`src/rtl/hit_capture.sv`:
```
// Play-mode front end: key conditioning, octave tracking and note timing.
// A single held key produces one hit event with its length on release.
module hit_capture #(
    parameter int NOTE_KEYS       = 7,
    parameter int DEBOUNCE_CYCLES = 200000,
    parameter int BEAT_CYCLES     = 5000000,
    parameter int CLOCK_BITS      = 32,
    parameter int OCT_MAX         = 2,
    parameter int OCT_DEFAULT     = 1
) (
    input  logic                  clk,
    input  logic                  rst,
    input  logic                  en,
    input  logic [NOTE_KEYS-1:0]  note_key,
    input  logic                  oct_up,
    input  logic                  oct_down,
    input  logic [CLOCK_BITS-1:0] system_clock,
    output logic                  hit_valid,
    output logic [CLOCK_BITS-1:0] hit_clock,
    output logic [1:0]            hit_octave,
    output logic [2:0]            hit_note,
    output logic [2:0]            hit_length,
    output logic [1:0]            octave,
    output logic                  busy
);

    localparam int NI = NOTE_KEYS + 2;
    localparam int DW = $clog2(DEBOUNCE_CYCLES + 1);
    localparam int BW = $clog2(BEAT_CYCLES + 1);
    localparam logic [DW-1:0] DEB_LAST = DW'(DEBOUNCE_CYCLES - 1);
    localparam logic [BW-1:0] BEAT_LAST = BW'(BEAT_CYCLES - 1);
    localparam logic [1:0] OCT_TOP = 2'(OCT_MAX);
    localparam logic [1:0] OCT_DEF = 2'(OCT_DEFAULT);

    typedef enum logic [1:0] {
        IDLE,
        HOLD,
        EMIT
    } state_t;

    state_t state;

    logic [NI-1:0] raw;
    logic [NI-1:0] sync1;
    logic [NI-1:0] sync2;
    logic [NI-1:0] deb;
    logic [NI-1:0] flip;
    logic [DW-1:0] cnt [NI];

    logic [NOTE_KEYS-1:0] note_deb;
    logic [NOTE_KEYS-1:0] cap_bit;
    logic [2:0]           note_idx;
    logic                 one_hot;
    logic                 up_rise;
    logic                 down_rise;

    logic [2:0]            cap_note;
    logic [CLOCK_BITS-1:0] cap_clock;
    logic [1:0]            cap_octave;
    logic [BW-1:0]         hold_cnt;
    logic [2:0]            units;

    assign raw = {oct_down, oct_up, note_key};

    // A debounced bit flips on the last of N disagreeing samples.
    always_comb begin
        for (int i = 0; i < NI; i++) begin
            flip[i] = (sync2[i] != deb[i]) && (cnt[i] == DEB_LAST);
        end
    end

    always_ff @(posedge clk) begin
        if (rst) begin
            sync1 <= '0;
            sync2 <= '0;
            deb   <= '0;
            for (int i = 0; i < NI; i++) begin
                cnt[i] <= '0;
            end
        end else begin
            sync1 <= raw;
            sync2 <= sync1;
            for (int i = 0; i < NI; i++) begin
                if (sync2[i] == deb[i]) begin
                    cnt[i] <= '0;
                end else if (flip[i]) begin
                    cnt[i] <= '0;
                    deb[i] <= sync2[i];
                end else begin
                    cnt[i] <= cnt[i] + 1'b1;
                end
            end
        end
    end

    assign note_deb  = deb[NOTE_KEYS-1:0];
    assign one_hot   = $onehot(note_deb);
    assign up_rise   = flip[NOTE_KEYS] & sync2[NOTE_KEYS];
    assign down_rise = flip[NOTE_KEYS+1] & sync2[NOTE_KEYS+1];

    always_comb begin
        note_idx = '0;
        for (int i = 0; i < NOTE_KEYS; i++) begin
            if (note_deb[i]) begin
                note_idx = 3'(i + 1);
            end
        end
    end

    always_ff @(posedge clk) begin
        if (rst) begin
            state      <= IDLE;
            hit_valid  <= 1'b0;
            hit_clock  <= '0;
            hit_octave <= OCT_DEF;
            hit_note   <= '0;
            hit_length <= '0;
            octave     <= OCT_DEF;
            busy       <= 1'b0;
            cap_bit    <= '0;
            cap_note   <= '0;
            cap_clock  <= '0;
            cap_octave <= OCT_DEF;
            hold_cnt   <= '0;
            units      <= '0;
        end else if (!en) begin
            state     <= IDLE;
            hit_valid <= 1'b0;
            busy      <= 1'b0;
            octave    <= OCT_DEF;
        end else begin
            hit_valid <= 1'b0;
            if (up_rise && !down_rise && octave != OCT_TOP) begin
                octave <= octave + 2'd1;
            end else if (down_rise && !up_rise && octave != 2'd0) begin
                octave <= octave - 2'd1;
            end
            unique case (state)
                IDLE: begin
                    if (one_hot) begin
                        cap_bit    <= note_deb;
                        cap_note   <= note_idx;
                        cap_clock  <= system_clock;
                        cap_octave <= octave;
                        hold_cnt   <= '0;
                        units      <= 3'd1;
                        busy       <= 1'b1;
                        state      <= HOLD;
                    end
                end
                HOLD: begin
                    if (note_deb != cap_bit) begin
                        hit_note   <= cap_note;
                        hit_clock  <= cap_clock;
                        hit_octave <= cap_octave;
                        hit_length <= units;
                        hit_valid  <= 1'b1;
                        busy       <= 1'b0;
                        state      <= EMIT;
                    end else if (hold_cnt == BEAT_LAST) begin
                        hold_cnt <= '0;
                        if (units != 3'd7) begin
                            units <= units + 3'd1;
                        end
                    end else begin
                        hold_cnt <= hold_cnt + 1'b1;
                    end
                end
                EMIT: begin
                    state <= IDLE;
                end
                default: begin
                    state <= IDLE;
                end
            endcase
        end
    end

endmodule

```
`config.mk`:
```
export PLATFORM = sky130hd
export DESIGN_NAME = hit_capture
export DESIGN_NICKNAME = d
export VERILOG_FILES = /design/src/rtl/hit_capture.sv
export SDC_FILE = /design/constraint.sdc
export NUM_CORES = 1
export LEC_CHECK = 0
export CAP_MARGIN = 30
export CORE_ASPECT_RATIO = 2
export CORE_MARGIN = 5
export CORE_UTILIZATION = 36
export DETAILED_ROUTE_END_ITERATION = 12
export SLEW_MARGIN = 20
export SYNTH_ARGS = -nofsm -noshare
export SYNTH_HDL_FRONTEND = slang
export SYNTH_SLANG_ARGS = --single-unit
export TNS_END_PERCENT = 5
```
`constraint.sdc`:
```
create_clock -name clk -period 4.66 [get_ports clk]
set_input_delay 0.932 -clock clk [delete_from_list [all_inputs] [get_ports clk]]
set_output_delay 0.932 -clock clk [all_outputs]
set_load 0.01 [all_outputs]
```
Word level (Yosys, flattened, before mapping)
Memories as Yosys holds them, arrays and structs flattened.
Index checks and enable logic that the tools add are counted.

storage, ports and cells
  flip-flop bits (word level) = 143
  memory bits (writable) = 162
  bits of input ports = 44
  logic and storage cells = 312
  memories = 1

memories
  name  words  width  read ports  clocked after Yosys merged registers in  wr ports  line  text
  cnt   9      18     9           0                                        9         48    logic [DW-1:0] cnt [NI];

cells by class
  add/sub/neg operators = 19
  equal/unequal tests = 38
  muxes and demuxes = 153
  bitwise logic cells = 40
  reduce and logical (&&, ||, !) cells = 36

operators by type and width
  operator               number
  $mux 18                27
  $add 18x1->18 const B  9
  $eq 18x18->1 const B   9
  $mux 1                 105
  $mux 23                3
  $pmux 23 s2            1
  $mux 3                 10
  $or 1x1->1             27
  $add 23x1->23 const B  1
  $eq 23x23->1 const B   1
  $reduce_and 2->1       10
  $logic_and 1x1->1      13
  $ne 2x2->1 const B     6
  $not 1->1              11
  $eq 1x1->1             9
  $ne 1x1->1             9
  $reduce_and 3->1       3
  $mux 2                 4
  $ne 7x7->1             1
  $add 1x1->2            3
  $pmux 3 s2             1
  $reduce_and 6->1       1
  $reduce_bool 2->1      3
  $pmux 2 s2             1
  other kinds (16)       18

Depth between registers and ports, before layout
An unclocked memory read counts as a cell.

  word-level depth = 9
  depth in mapped cells = 15
  depth with buffers taken out = 11

Least setup slack after synthesis
Ideal clock, no wire load.

  kind = register -> register
  start point = register deb[0]
  end point = register hold_cnt[19]
  setup time = 0.070 ns
  arrival time = 3.726 ns
  required time = 4.590 ns
  setup slack = 0.864 ns
  cell stages (with the launch flop) = 13
  clock period less this slack = 3.796 ns
  path through = dfxtp_1 > inv_1 > fa_1 > fa_1 > inv_1 > fa_1 > fa_1 > nor3b_2 > nand3_1 > o21a_1 > buf_2 > or4_1 > a21oi_1

on the way
  longest elaborated chain between the ends = 6
  elaborated cells on any way between the ends = 8
  classes of those cells = add/sub (3); eq/ne (4); reduce/logical (1)

ends and longest elaborated chain
  element                                line  text
  start: declaration                     46    logic [NI-1:0] deb;
  start signal: indexed assignment       88    deb[i] <= sync2[i];
  $add 1x1->2 (not written as such)      97    assign one_hot = $onehot(note_deb);
  $add 2x2->3 (not written as such)      97
  $add 3x3->3 (not written as such)      97
  $eq 3x1->1                             97
  $ne 2x2->1 (no source line)            n/a
  $reduce_and 4->1 (no source line) (*)  n/a
  end signal: assignment                 166   hold_cnt <= hold_cnt + 1'b1;
  end: declaration                       60    logic [BW-1:0] hold_cnt;

Every way passes the cells marked *; elsewhere a longest branch is shown, timed or not.
A chain may end at the register's enable or synchronous reset.

Worst setup path after layout
  start point = register deb[1]
  end point = register hold_cnt[21]

The elaborated chain is that of the path after synthesis.

==> impl_metrics.yaml <==
detailed_routing:
  via_per_inst: 4.69
  dr_drc_count: 0
  routed_wire_length_per_instance_um: 13.2
  met3_wl_post_dr_um: 877
  m1WireLength_um: 11300
  antenna_violating_nets_post_route: 0
  routed-wl-met2_um: 16100
  drt-initial-drc-count: 371
  wirelength_um: 29300
  top_signal_layer_used: "met4"
  drt_first_pass_iters: 5
  dr_total_vias: 10400
power_and_ir_drop:
  sw_frac_of_total_pct: 21.6
  ir_drop_uv: 304
  cell_internal_pwr_mw: 4.35
  net-switching-power_mw: 1.20
  power.combinational.fraction_pct: 3.4
  leakage_power_nw: 6.19
  sequentialPowerShare_pct: 53.4
  total_power_mw: 5.55
  clock_power_share_pct: 43.2
  cellPowerDensity_nw_per_um2: 323
floorplan:
  std_cell_rows: 103
  floorplan.die.width_um: 151
  die_h_um: 291
  initial_core_util_pct: 36.3
  core_area_um2: 39300
  floorplan.io_pins: 88
  fp.dieArea_um2: 43900
worst_setup_path:
  critical_path.endpoint_type: "register"
  setup.worst_path.class: "register to register"
  worst-path-max-fanout: 26
  cp.required_ns: 5.15
  critPathArrivalTime_ns: 4.57
  startpoint_class: "register"
synth:
  synth.ff_latch_count: 305
  post-synth-top-area-cell: "sky130_fd_sc_hd__edfxtp_1"
  async_reset_ff_share_pct: 0
  yosys_warnings: 0
  post_synth_main_area_contributors: "sky130_fd_sc_hd__edfxtp_1, sky130_fd_sc_hd__dfxtp_1, sky130_fd_sc_hd__nor2_1, sky130_fd_sc_hd__xnor2_1, sky130_fd_sc_hd__xor2_1"
  synthesis.area_um2: 14300
  synth_seq_area_share_pct: 54.2
  synth_flop_cell: "sky130_fd_sc_hd__edfxtp_1"
  netlist-cell-type-count: 56
  avgSynthCellArea_um2: 9.95
  number_of_enable_flip_flop_cells_after_synthesis: 162
  synth_top_area_share_pct: 34.1
  syn-instance-count: 1433
cts:
  clock_sinks: 305
  h_tree_level_count: 1
  tritoncts.num_buffers: 29
  cts_repair_resize_count: 0
  clock_insertion_delay_worst_skew_ns: 0.56
  worst_setup_hold_path_clk_slew_ns: 0.06
  ctsLongestPathBuffers: 3
  clockRootBuffer: "sky130_fd_sc_hd__clkbuf_16"
  tritoncts: "built"
  hold_fix_buffers_cts: 0
  postCtsSetupRepairBufs: 0
sta:
  min_period_over_period_pct: 87.7
  timing.hold.ws_ns: 0.443
  period_minus_slack_ns: 4.09
  fin_tns_setup_ns: 0
  worstMarginPinSlew_ns: 0.852
  maxSlewViolCount: 0
  timing.clock.skew_ns: 0.0216
  rsz0062_at_grt: "no"
  timing.fmax_mhz: 245
  hold_violation_count_in_the_final_report: 0
  slew_headroom_pct: 42.4
  setup-violations-final: 0
final_layout:
  design.final.nets: 1724
  layout.cells.most_common: "sky130_fd_sc_hd__nor2_1"
  drive_gt1_share_pct: 4.21
  areaGrowthSynthToFinish_pct: 20.5
  commonest_cells_after_routing_fill_and_taps_aside: "sky130_fd_sc_hd__nor2_1, sky130_fd_sc_hd__edfxtp_1, sky130_fd_sc_hd__conb_1, sky130_fd_sc_hd__nand2_1, sky130_fd_sc_hd__dfxtp_1"
global_routing:
  grt_first_pass_wirelength_um: 49000
  grt-ovfl-total: 0
  grt_usage_pct: 13.4
  grt_max_degree: 78
  number_of_antenna_violations_at_the_first_check_in_global_routing: 1
  via_count_of_the_first_global_routing_pass: 10400
outcome:
  status: "finished, final reports clean"
place:
  placement.io_buffers: 87
  hpwl_um: 20900
  gp_congestion: 0.806
flow_run:
  cap_violations: 0
min_path:
  worst_hold_path_type: "register to register"
flip-flops by register name, indices dropped and copies added, names as in the netlist, 7 cells and up:
| signal | count |
|---|---|
| sync2 | 9 |
| sync1 | 9 |
| cap_clock | 32 |
| hold_cnt | 23 |
| cnt | 162 |
| cap_bit | 7 |
| deb | 9 |
| hit_clock | 32 |
metal layers:
| metal | vias up | global-route usage [%] |
|---|---|---|
| li1 | 5270 | - |
| met1 | 4912 | 14.2 |
| met2 | 129 | 26.0 |
| met3 | 52 | 1.96 |
| met4 | 0 | 5.14 |
| met5 | - | 0 |
kinds of logic (layout without fill, tap and decap cells):
kind of cell | after synthesis | in the layout | share of synthesized area [%]
and+or+nand+nor | 697 | 697 | 23.9
DFF | 305 | 305 | 54.2
xor gates and xnor gates | 159 | 159 | 9.77
AOI/OAI and AO/OA | 108 | 108 | 4.20
buffers and inverters | 98 | 189 | 2.78
muxes | 48 | 48 | 3.37
adders and majority gates | 17 | 17 | 1.70
other | 1 | 163 | 0.0263
path summary, 6_finish.rpt:
check           start      endpoint  slack, ns  cells past startpoint
max            deb[1]  hold_cnt[21]       0.57                     12
min          sync1[6]      sync2[6]       0.44                      1
max reg2reg    deb[1]  hold_cnt[21]       0.57                     12
min reg2reg  sync1[6]      sync2[6]       0.44                      1
through the flow:
| step | utilization [%] | cells | instance area [um2] | worst slack [ns] |
|---|---|---|---|---|
| floorplan | - | 1594 | 14900 | 0.864 |
| global placement | 41.2 | 2157 | 16200 | 0.654 |
| detailed placement | 41.2 | 2157 | 16200 | 0.555 |
| CTS | 43.7 | 2210 | 17200 | 0.538 |
| global route | 43.7 | 2211 | 17200 | 0.268 |
| finish | 43.7 | 2211 | 17200 | 0.573 |
cell usage after synthesis (2+ instances only):
| library cell | n |
|---|---|
| sky130_fd_sc_hd__or3_1 | 22 |
| sky130_fd_sc_hd__or4bb_1 | 2 |
| sky130_fd_sc_hd__o31ai_1 | 4 |
| sky130_fd_sc_hd__mux2i_1 | 48 |
| sky130_fd_sc_hd__clkbuf_1 | 36 |
| sky130_fd_sc_hd__nand2b_1 | 9 |
| sky130_fd_sc_hd__nor4bb_1 | 2 |
| sky130_fd_sc_hd__nor3_1 | 28 |
| sky130_fd_sc_hd__and4_1 | 17 |
| sky130_fd_sc_hd__and3_1 | 29 |
| sky130_fd_sc_hd__edfxtp_1 | 162 |
| sky130_fd_sc_hd__ha_1 | 13 |
| sky130_fd_sc_hd__xor2_1 | 71 |
| sky130_fd_sc_hd__or2_2 | 5 |
| sky130_fd_sc_hd__a21oi_1 | 70 |
| sky130_fd_sc_hd__xnor2_1 | 88 |
| sky130_fd_sc_hd__nor2b_1 | 22 |
| sky130_fd_sc_hd__o21ai_0 | 19 |
| sky130_fd_sc_hd__fa_1 | 4 |
| sky130_fd_sc_hd__nor4b_1 | 4 |
| sky130_fd_sc_hd__nand4bb_1 | 2 |
| sky130_fd_sc_hd__nand4b_1 | 4 |
| sky130_fd_sc_hd__nor4_1 | 18 |
| sky130_fd_sc_hd__or4_1 | 10 |
| sky130_fd_sc_hd__o32ai_1 | 2 |
| sky130_fd_sc_hd__nand3b_1 | 2 |
| sky130_fd_sc_hd__dfxtp_1 | 143 |
| sky130_fd_sc_hd__nand2_1 | 143 |
| sky130_fd_sc_hd__nor2_1 | 260 |
| sky130_fd_sc_hd__buf_2 | 23 |
| sky130_fd_sc_hd__inv_1 | 39 |
| sky130_fd_sc_hd__nor4_4 | 2 |
| sky130_fd_sc_hd__nand3_1 | 71 |
| sky130_fd_sc_hd__a31oi_1 | 2 |
| sky130_fd_sc_hd__nand4_1 | 35 |
| sky130_fd_sc_hd__o21a_1 | 2 |
power by group through the flow:
| stage | Combinational [mW] | Sequential [mW] | Clock [mW] |
|---|---|---|---|
| after global routing | 0.215 | 2.97 | 2.59 |
| after global placement | 0.186 | 3.02 | 0 |
| after CTS | 0.189 | 2.96 | 2.48 |
| after detailed placement | 0.187 | 3.02 | 0 |
| final | 0.189 | 2.96 | 2.40 |
| after floorplan | 0.130 | 3.00 | 0 |
worst max-delay path, cell delays in order (launching register included):
cell                      delay [ns]
sky130_fd_sc_hd__dfxtp_1        0.44
sky130_fd_sc_hd__inv_1          0.12
sky130_fd_sc_hd__fa_1           0.48
sky130_fd_sc_hd__fa_1           0.49
sky130_fd_sc_hd__inv_1          0.05
sky130_fd_sc_hd__fa_1           0.37
sky130_fd_sc_hd__fa_1           0.45
sky130_fd_sc_hd__nor3b_2        0.30
sky130_fd_sc_hd__nand3_2        0.12
sky130_fd_sc_hd__o21a_1         0.39
sky130_fd_sc_hd__buf_4          0.31
sky130_fd_sc_hd__or3_1          0.35
sky130_fd_sc_hd__a21oi_1        0.15
area by class of cell:
class / instances / area, um2
antenna: 1 / 2.50
clock buffer: 40 / 838
clock inverter: 13 / 128
fill: 3848 / 22100
inverter: 39 / 146
multi-input combinational: 1191 / 6740
sequential: 305 / 7730
tap: 525 / 657
timing repair buffer: 97 / 943
No activity file was read; power rests on OpenSTA's default activity.
